`src/rtl/memshare_ibram_remap_ctrl_pkg.sv`:
```
// Shared defaults and FSM encoding for the IB-LUT rank remap controller.
package memshare_ibram_remap_ctrl_pkg;

  localparam int SHARE_GROUP_SIZE_DEF   = 4;
  localparam int QUAN_SIZE_DEF          = 4;
  localparam int GP1_RAM_ADDR_WIDTH_DEF = 5;
  localparam int GP2_RAM_ADDR_WIDTH_DEF = 6;
  localparam int ITER_ID_WIDTH_DEF      = 5;
  localparam logic [3:0] SHARE_COL_CONFIG_DEF = 4'b1010;

  typedef enum logic [2:0] {
    IDLE  = 3'd0,
    PREP  = 3'd1,
    LOAD  = 3'd2,
    DRAIN = 3'd3,
    DONE  = 3'd4
  } remap_state_e;

  localparam logic [2:0] ST_IDLE  = IDLE;
  localparam logic [2:0] ST_PREP  = PREP;
  localparam logic [2:0] ST_LOAD  = LOAD;
  localparam logic [2:0] ST_DRAIN = DRAIN;
  localparam logic [2:0] ST_DONE  = DONE;

endpackage

```
`src/rtl/memshare_ibram_remap_ctrl_we_gen.sv`:
```
// Per-VN write-enable mask: GP2 VNs accept every address, GP1 VNs only the lower GP1 range.
module memshare_ibram_remap_ctrl_we_gen
  import memshare_ibram_remap_ctrl_pkg::*;
#(
  parameter int SHARE_GROUP_SIZE   = SHARE_GROUP_SIZE_DEF,
  parameter int GP1_RAM_ADDR_WIDTH = GP1_RAM_ADDR_WIDTH_DEF,
  parameter int GP2_RAM_ADDR_WIDTH = GP2_RAM_ADDR_WIDTH_DEF,
  parameter logic [SHARE_GROUP_SIZE-1:0] SHARE_COL_CONFIG = SHARE_GROUP_SIZE'(SHARE_COL_CONFIG_DEF)
) (
  input  logic [GP2_RAM_ADDR_WIDTH-1:0] addr_i,
  output logic [SHARE_GROUP_SIZE-1:0]   we_mask_o
);

  localparam logic [GP2_RAM_ADDR_WIDTH-1:0] GP1_DEPTH =
    GP2_RAM_ADDR_WIDTH'(1 << GP1_RAM_ADDR_WIDTH);

  logic in_gp1_range;

  assign in_gp1_range = (addr_i < GP1_DEPTH);
  assign we_mask_o    = SHARE_COL_CONFIG | {SHARE_GROUP_SIZE{in_gp1_range}};

endmodule

```
`src/rtl/memshare_ibram_remap_ctrl.sv`:
```
// Reload sequencer for one share-group rank of IB-LUTs: streams 2^GP2 entries into the rank while stalling reads.
module memshare_ibram_remap_ctrl
  import memshare_ibram_remap_ctrl_pkg::*;
#(
  parameter int SHARE_GROUP_SIZE   = SHARE_GROUP_SIZE_DEF,
  parameter int QUAN_SIZE          = QUAN_SIZE_DEF,
  parameter int GP1_RAM_ADDR_WIDTH = GP1_RAM_ADDR_WIDTH_DEF,
  parameter int GP2_RAM_ADDR_WIDTH = GP2_RAM_ADDR_WIDTH_DEF,
  parameter logic [SHARE_GROUP_SIZE-1:0] SHARE_COL_CONFIG = SHARE_GROUP_SIZE'(SHARE_COL_CONFIG_DEF),
  parameter int ITER_ID_WIDTH      = ITER_ID_WIDTH_DEF
) (
  input  logic                          sys_clk,
  input  logic                          rstn,
  input  logic                          start_i,
  input  logic [ITER_ID_WIDTH-1:0]      iter_id_i,
  input  logic                          ent_valid_i,
  input  logic [QUAN_SIZE-1:0]          ent_data_i,
  output logic                          ent_ready_o,
  output logic                          remap_en_n,
  output logic [GP2_RAM_ADDR_WIDTH-1:0] remap_addr_o,
  output logic [QUAN_SIZE-1:0]          remap_data_o,
  output logic [SHARE_GROUP_SIZE-1:0]   vn_we_o,
  output logic                          busy_o,
  output logic                          done_o,
  output logic [ITER_ID_WIDTH-1:0]      iter_id_o,
  output logic                          start_err_o
);

  localparam int CNT_W = GP2_RAM_ADDR_WIDTH + 1;
  localparam logic [CNT_W-1:0] CNT_LAST = CNT_W'((1 << GP2_RAM_ADDR_WIDTH) - 1);

  logic [2:0]                    state_q, state_d;
  logic [CNT_W-1:0]              cnt_q, cnt_d;
  logic [GP2_RAM_ADDR_WIDTH-1:0] addr_q, addr_d;
  logic [QUAN_SIZE-1:0]          data_q, data_d;
  logic [SHARE_GROUP_SIZE-1:0]   we_q, we_d;
  logic [ITER_ID_WIDTH-1:0]      iter_q, iter_d;
  logic                          err_q, err_d;
  logic                          beat;
  logic [SHARE_GROUP_SIZE-1:0]   we_mask;

  memshare_ibram_remap_ctrl_we_gen #(
    .SHARE_GROUP_SIZE   (SHARE_GROUP_SIZE),
    .GP1_RAM_ADDR_WIDTH (GP1_RAM_ADDR_WIDTH),
    .GP2_RAM_ADDR_WIDTH (GP2_RAM_ADDR_WIDTH),
    .SHARE_COL_CONFIG   (SHARE_COL_CONFIG)
  ) u_we_gen (
    .addr_i    (cnt_q[GP2_RAM_ADDR_WIDTH-1:0]),
    .we_mask_o (we_mask)
  );

  assign ent_ready_o = (state_q == ST_LOAD);
  assign beat        = ent_valid_i & ent_ready_o;

  always_comb begin
    state_d = state_q;
    cnt_d   = cnt_q;
    addr_d  = addr_q;
    data_d  = data_q;
    iter_d  = iter_q;
    we_d    = '0;
    // Any start outside IDLE (including the DONE cycle) is a protocol error.
    err_d   = start_i & (state_q != ST_IDLE);
    case (state_q)
      ST_IDLE: begin
        if (start_i) begin
          iter_d  = iter_id_i;
          state_d = ST_PREP;
        end
      end
      ST_PREP: begin
        cnt_d   = '0;
        state_d = ST_LOAD;
      end
      ST_LOAD: begin
        if (beat) begin
          addr_d = cnt_q[GP2_RAM_ADDR_WIDTH-1:0];
          data_d = ent_data_i;
          we_d   = we_mask;
          // Terminal beat: leave LOAD without bumping the counter, so ready drops on this edge.
          if (cnt_q == CNT_LAST) begin
            state_d = ST_DRAIN;
          end else begin
            cnt_d = cnt_q + CNT_W'(1);
          end
        end
      end
      ST_DRAIN: state_d = ST_DONE;
      ST_DONE:  state_d = ST_IDLE;
      default:  state_d = ST_IDLE;
    endcase
  end

  always_ff @(posedge sys_clk or negedge rstn) begin
    if (!rstn) begin
      state_q <= ST_IDLE;
      cnt_q   <= '0;
      addr_q  <= '0;
      data_q  <= '0;
      we_q    <= '0;
      iter_q  <= '0;
      err_q   <= 1'b0;
    end else begin
      state_q <= state_d;
      cnt_q   <= cnt_d;
      addr_q  <= addr_d;
      data_q  <= data_d;
      we_q    <= we_d;
      iter_q  <= iter_d;
      err_q   <= err_d;
    end
  end

  assign remap_en_n   = ~((state_q == ST_PREP) | (state_q == ST_LOAD) | (state_q == ST_DRAIN));
  assign busy_o       = (state_q != ST_IDLE);
  assign done_o       = (state_q == ST_DONE);
  assign remap_addr_o = addr_q;
  assign remap_data_o = data_q;
  assign vn_we_o      = we_q;
  assign iter_id_o    = iter_q;
  assign start_err_o  = err_q;

endmodule
```
`config.mk`:
```
export PLATFORM = sky130hd
export DESIGN_NAME = memshare_ibram_remap_ctrl
export DESIGN_NICKNAME = d
export VERILOG_FILES = /design/src/rtl/memshare_ibram_remap_ctrl_pkg.sv /design/src/rtl/memshare_ibram_remap_ctrl_we_gen.sv /design/src/rtl/memshare_ibram_remap_ctrl.sv
export SDC_FILE = /design/constraint.sdc
export NUM_CORES = 1
export LEC_CHECK = 0
export ABC_AREA = 1
export CAP_MARGIN = 40
export CORE_MARGIN = 2
export CORE_UTILIZATION = 45
export DETAILED_ROUTE_END_ITERATION = 10
export GPL_TIMING_DRIVEN = 0
export PLACE_DENSITY = 0.8
export SETUP_SLACK_MARGIN = 0.2
export SLEW_MARGIN = 20
export SYNTH_ARGS = -nofsm -noshare
export SYNTH_HDL_FRONTEND = slang
export SYNTH_SLANG_ARGS = --single-unit
```
`constraint.sdc`:
```
create_clock -name sys_clk -period 1.4 [get_ports sys_clk]
set_input_delay 0.28 -clock sys_clk [delete_from_list [all_inputs] [get_ports sys_clk]]
set_output_delay 0.28 -clock sys_clk [all_outputs]
set_load 0.01 [all_outputs]
```
# Word level (Yosys, flattened, before mapping)
# Index checks and enable logic that the tools add are counted.
op_classes:
  addsub: 1
  eq_ne: 9
  n_lt_le_gt_ge: 1
  n_reduce_logical: 7
  muxes: 9
  bitwise: 5
ops:
  columns: ["op", "n"]
  rows:
  - ["2-to-1 mux 7 bit", 2]
  - ["one-hot mux 7 bit (2 select lines)", 1]
  - ["one-hot mux 3 bit (4 select lines)", 1]
  - ["2-to-1 mux 3 bit", 3]
  - ["2-to-1 mux 4 bit", 2]
  - ["adder 7 x 1 -> 7 bit (second input constant)", 1]
  - ["== test 7 x 6 -> 1 bit (second input constant)", 1]
  - ["== test 3 x 2 -> 1 bit (second input constant)", 2]
  - ["< comparator 6 bit (second input constant)", 1]
  - ["AND reduction 3 bit", 2]
  - ["!= test 2 x 1 -> 1 bit (second input constant)", 2]
  - ["!= test 2 bit (second input constant)", 2]
  - ["AND reduction 2 bit", 2]
  - ["== test 3 x 1 -> 1 bit (second input constant)", 1]
  - ["== test 3 bit (second input constant)", 1]
  - ["logical NOT 3 bit", 1]
  - ["nonzero test 3 bit", 1]
  - ["bitwise AND 1 bit", 2]
  - ["bitwise OR 1 bit", 2]
  - ["nonzero test 2 bit", 1]
  - ["NOT 1 bit", 1]
word_totals:
  in_bits: 13
  ff_bits: 30
  elab_cells: 39
  output_inout_bits: 24

# Depth between registers and ports, before layout
depth:
  word_depth: 4
  mapped_depth: 8
  mapped_depth_nobuf: 8

# Cells and area by module
# Synthesis repeated with hierarchy kept, for this count alone.
unflattened:
  hier_cells: 163
  hier_area_um2: 1388.8
by_module_without_submodules:
  columns: ["mod", "instances", "area_per_inst_um2", "seq_area_each_um2", "cells_each"]
  rows:
  - ["memshare_ibram_remap_ctrl", 1, 1351.3, 750.7, 157]
  - ["memshare_ibram_remap_ctrl_we_gen", 1, 37.5, 0.0, 6]

# Worst setup path before layout
# Ideal clock, no wire load.
synth_path:
  path_type: "flip-flop to flip-flop"
  from: "register state_q[0]"
  to: "register cnt_q[3]"
  path_stages_with_launch: 7
  setup_ns: 0.128
  slack_ns: 0.208
  arrival_ns: 1.065
  t_required_ns: 1.272
  period_less_slack_ns: 1.192
  n_path_buf: 0
  cell_sequence: "dfrtp_1 > nor2_4 > nand2_4 > nand2_4 > nand2_2 > nor2_2 > o21ai_0"
synth_between:
  elab_chain_cells: 4
  word_cells_on_any_way: 8
  classes_between: "eq/ne (4); mux (1); bitwise (1); reduce/logical (2)"
synth_rtl:
  columns: ["item", "line_no", "text"]
  rows:
  - ["from (decl)", "memshare_ibram_remap_ctrl.sv:32", "logic [2:0] state_q, state_d;"]
  - ["from (signal assigned)", "memshare_ibram_remap_ctrl.sv:104", "state_q <= state_d;"]
  - ["== test 3 x 2 -> 1 bit", "memshare_ibram_remap_ctrl.sv:52, memshare_ibram_remap_ctrl.sv:64", null]
  - ["bitwise AND 1 bit", "memshare_ibram_remap_ctrl.sv:53", "assign beat = ent_valid_i & ent_ready_o;"]
  - ["!= test 2 x 1 -> 1 bit (no line)", null, null]
  - ["AND reduction 3 bit (no line)", null, null]
  - ["to (signal assigned)", "memshare_ibram_remap_ctrl.sv:105", "cnt_q <= cnt_d;"]
  - ["to (decl)", "memshare_ibram_remap_ctrl.sv:33", "logic [CNT_W-1:0] cnt_q, cnt_d;"]
# Parallel ways exist; a longest one is shown, timed or not.
# A chain may end at the register's enable or synchronous reset.

# Worst setup path after layout
layout_path:
  from: "register state_q[0]"
  to: "output busy_o"
layout_between:
  elab_chain_cells: 1
layout_rtl:
  columns: ["item", "line_no", "text"]
  rows:
  - ["nonzero test 3 bit", "memshare_ibram_remap_ctrl.sv:115", "assign busy_o = (state_q != ST_IDLE);"]
  - ["to (decl)", "memshare_ibram_remap_ctrl.sv:23", "output logic busy_o,"]
# No other way between the ends.

==> impl_metrics.ini <==
[clocking]
cts_tree = yes
cts.sinks = 28
clock_path_buffers = 2
cts_inserted_buffers = 3
path_clk_slew_ps = 160
cts-root-buf = clkbuf_4
clk_latency_ps = 350
h-tree-depth = 1

[logic_synthesis]
synth_top_area_share = 0.565
yosysUniqueCellTypes = 25
synth-compound-area-share = 0.0665
synthSimpleGateAreaFrac = 0.251
yosys_warnings = 0
netlist_area_um2 = 1240
muxShareOfSynthArea = 0.0454
netlist_instances = 132
synth_area_leaders = dfrtp_1 (56%), nand2_1 (12%), mux2_2 (4.5%), inv_1 (3.0%), nor2_1 (3.0%)
ys_seq_area_frac = 0.565
synth_top_family_by_area = simple AND/OR/NAND/NOR gates
synth-seq-cells = 28
synth-adder-area-share = 0.0101
synth_fp_nets = 146
synthXorXnorAreaFrac = 0.00706
yosys.area.top_type = dfrtp_1
syn_avg_cell_area_um2 = 9.40

[final_layout]
diodes = 0
nNetsFinal = 204
nFillCells = 201
drive_gt1_frac = 0.418
area_delta_synth_final_pct = 49.1

[detailed_routing]
route.detailed.drc = 0
met2WireLength_um = 1690
highest_layer = met4
ant_nets = 0
m1WireLength_um = 1140
vias = 1135
wl_met3_um = 134
drtIter0Drc = 24
routedWlPerCell_um = 14.0
routed_wl_um = 3090
first_pass_iters = 4
vias_per_cell = 5.16

[grt]
grtUsageTotal = 0.200
grt_pass1_wl_um = 4880
grt_max_degree = 29
grt_pass1_vias = 1135
overflow = 0
antenna_found_initial = 0

[placed_design]
gp_congestion = 0.827
io_buffers = 36
hpwl_um = 1910

[floorplan]
row_count = 19
initial_utilization = 0.462
pin_count = 37
fp.coreArea_um2 = 2690
dieArea_um2 = 3190
die_height_um = 56.5
fp.dieW_um = 56.5

[critical_path]
cp.arrival_ps = 1290
crit_fanout = 3
critPathRequiredTime_ps = 1120
r2r_start = cnt_q[1]$_DFFE_PN0P_
worstReg2RegEnd = cnt_q[2]$_DFFE_PN0P_
critPathLaunchType = flop
cp_top_family = flip-flops
critical_path_class = reg2out
slowest_stage = dfrtp_1
worstRegToRegCells = 8
path_common_cell = buf_6
r2r_slack_ps = -120
cp_cell_sequence = nor2_4, buf_6, nand2_4, buf_6
cp.buffers_inverters = 2
endpoint_kind = output pin
critPathMaxStageDelay_ps = 460

[timing]
slew_headroom = 0.583
fmax_mhz = 638
setup_violations = 17
setup_tns_ps = -1940
final_max_slew_viol_count = 0
skew_ps = 6.90
min_period_ps = 1570
setup_slack_ps = -166
worst_pin_slew_ps = 626
grt_setup_unrepaired = yes
fin_crit_sh = 1.12
finalHoldViolCount = 0

[outcome]
status = finished, violations left
violations = negative setup slack

[flow_run]
cap_violations = 0

[pwr]
ir_drop_mv = 1.63
p_int_mw = 2.32
pwr-share-clk = 0.145
swShare = 0.381
p_comb_frac = 0.533
leakage_nw = 0.925
power_mw = 3.75
seqPwrFrac = 0.322
p_sw_mw = 1.43
power_density_nw_per_um2 = 2030

[min_path]
min_path_type = in2async
[synthesized netlist by cell type]
| cell | instances |
|---|---|
| o21ai_1 | 4 |
| xor2_1 | 1 |
| o21bai_1 | 1 |
| buf_6 | 1 |
| a21boi_0 | 1 |
| nand2_1 | 41 |
| nand2_4 | 3 |
| mux2_2 | 5 |
| o21a_1 | 1 |
| or2_2 | 1 |
| o21ai_0 | 7 |
| nand2_2 | 1 |
| nor2_4 | 1 |
| buf_4 | 2 |
| inv_1 | 10 |
| nor2_2 | 2 |
| clkinv_2 | 1 |
| nor3b_1 | 1 |
| ha_1 | 1 |
| nand3b_1 | 1 |
| dfrtp_1 | 28 |
| nor2_1 | 10 |
| nand3_1 | 5 |
| nor3_1 | 2 |
| a21oi_1 | 1 |
[layout make-up]
| cell class | instances | area (um^2) | share of cell area |
|---|---|---|---|
| inverters | 11 | 53.8 | 0.0291 |
| plain buffers | 3 | 33.8 | 0.0183 |
| multi-input cells | 90 | 552 | 0.298 |
| clock buffers | 3 | 22.5 | 0.0122 |
| clock inverters | 1 | 30.0 | 0.0162 |
| repair buffers | 53 | 418 | 0.226 |
| flip-flops and latches | 28 | 702 | 0.379 |
| well taps | 31 | 38.8 | 0.0210 |
[through the flow]
| stage | hold WS (ps) | instance area, um^2 | utilization | instances | setup slack [ps] |
|---|---|---|---|---|---|
| finish | 457 | 1850 | 0.689 | 220 | -166 |
| global route | 473 | 1850 | 0.689 | 220 | -216 |
| detailed placement | 331 | 1640 | 0.609 | 199 | -256 |
| global placement | 463 | 1640 | 0.611 | 199 | -339 |
| floorplan | -15.6 | 1240 | - | 132 | 208 |
| CTS | 463 | 1800 | 0.669 | 218 | -148 |
[metal layers]
metal	track usage	vias to the layer above
met1	0.220	561
met3	0.0323	11
met4	0.129	0
met2	0.350	34
met5	0	-
li1	-	529
[state kept, by name (all words and copies together), names as in the netlist]
name / cells
remap_addr_o: 6
start_err_o: 1
state_q: 3
remap_data_o: 4
vn_we_o: 2
iter_id_o: 5
cnt_q: 7
[power by group through the flow]
stage / clock [mW] / combinational [mW] / sequential [mW]
5_1_grt: 0.578 / 2.14 / 1.24
6_report: 0.545 / 2.00 / 1.21
3_5_place_dp: 0 / 1.54 / 1.24
4_1_cts: 0.544 / 1.88 / 1.20
2_1_floorplan: 0 / 0.720 / 1.32
3_3_place_gp: 0 / 1.51 / 1.23
[how the worst max path moves through the flow]
stage	start	end	slack, ps	cells past startpoint
2_1_floorplan	state_q[0]$_DFFE_PN0P_	cnt_q[3]$_DFFE_PN0P_	210	6
3_3_place_gp	rstn	iter_id_o[2]$_DFFE_PN0P_	-340	1
3_5_place_dp	state_q[0]$_DFFE_PN0P_	ent_ready_o	-260	4
4_1_cts	state_q[2]$_DFFE_PN0P_	busy_o	-150	4
5_1_grt	state_q[0]$_DFFE_PN0P_	busy_o	-220	4
6_report	state_q[0]$_DFFE_PN0P_	busy_o	-170	4
[repair_timing]
action                                 4_1_cts  5_1_grt
pin swaps                                    7        7
cloned                                       1        0
endpoints found under the hold margin       28        0
resized for setup                          126       12
setup endpoints to repair                   49       35
setup buffers                               13        2
hold buffers                                 1        0
[layout by cell type, fill, tap and decap left out, drive strengths merged, types with 2 or more instances in the layout]
cell type | Yosys | layout
buf | 3 | 44
clkbuf | 0 | 3
clkdlybuf4s50 | 0 | 11
dfrtp | 28 | 28
inv | 10 | 10
mux2 | 5 | 5
nand2 | 45 | 45
nand3 | 5 | 5
nor2 | 13 | 13
nor3 | 2 | 2
o21ai | 11 | 11
[kinds of logic after synthesis]
family          Yosys count
mux                       5
simple gates             68
flops                    28
xor+xnor                  1
compound gates           15
buf+inv                  14
fa+ha+maj                 1
(Power assumes the default switching activity.)
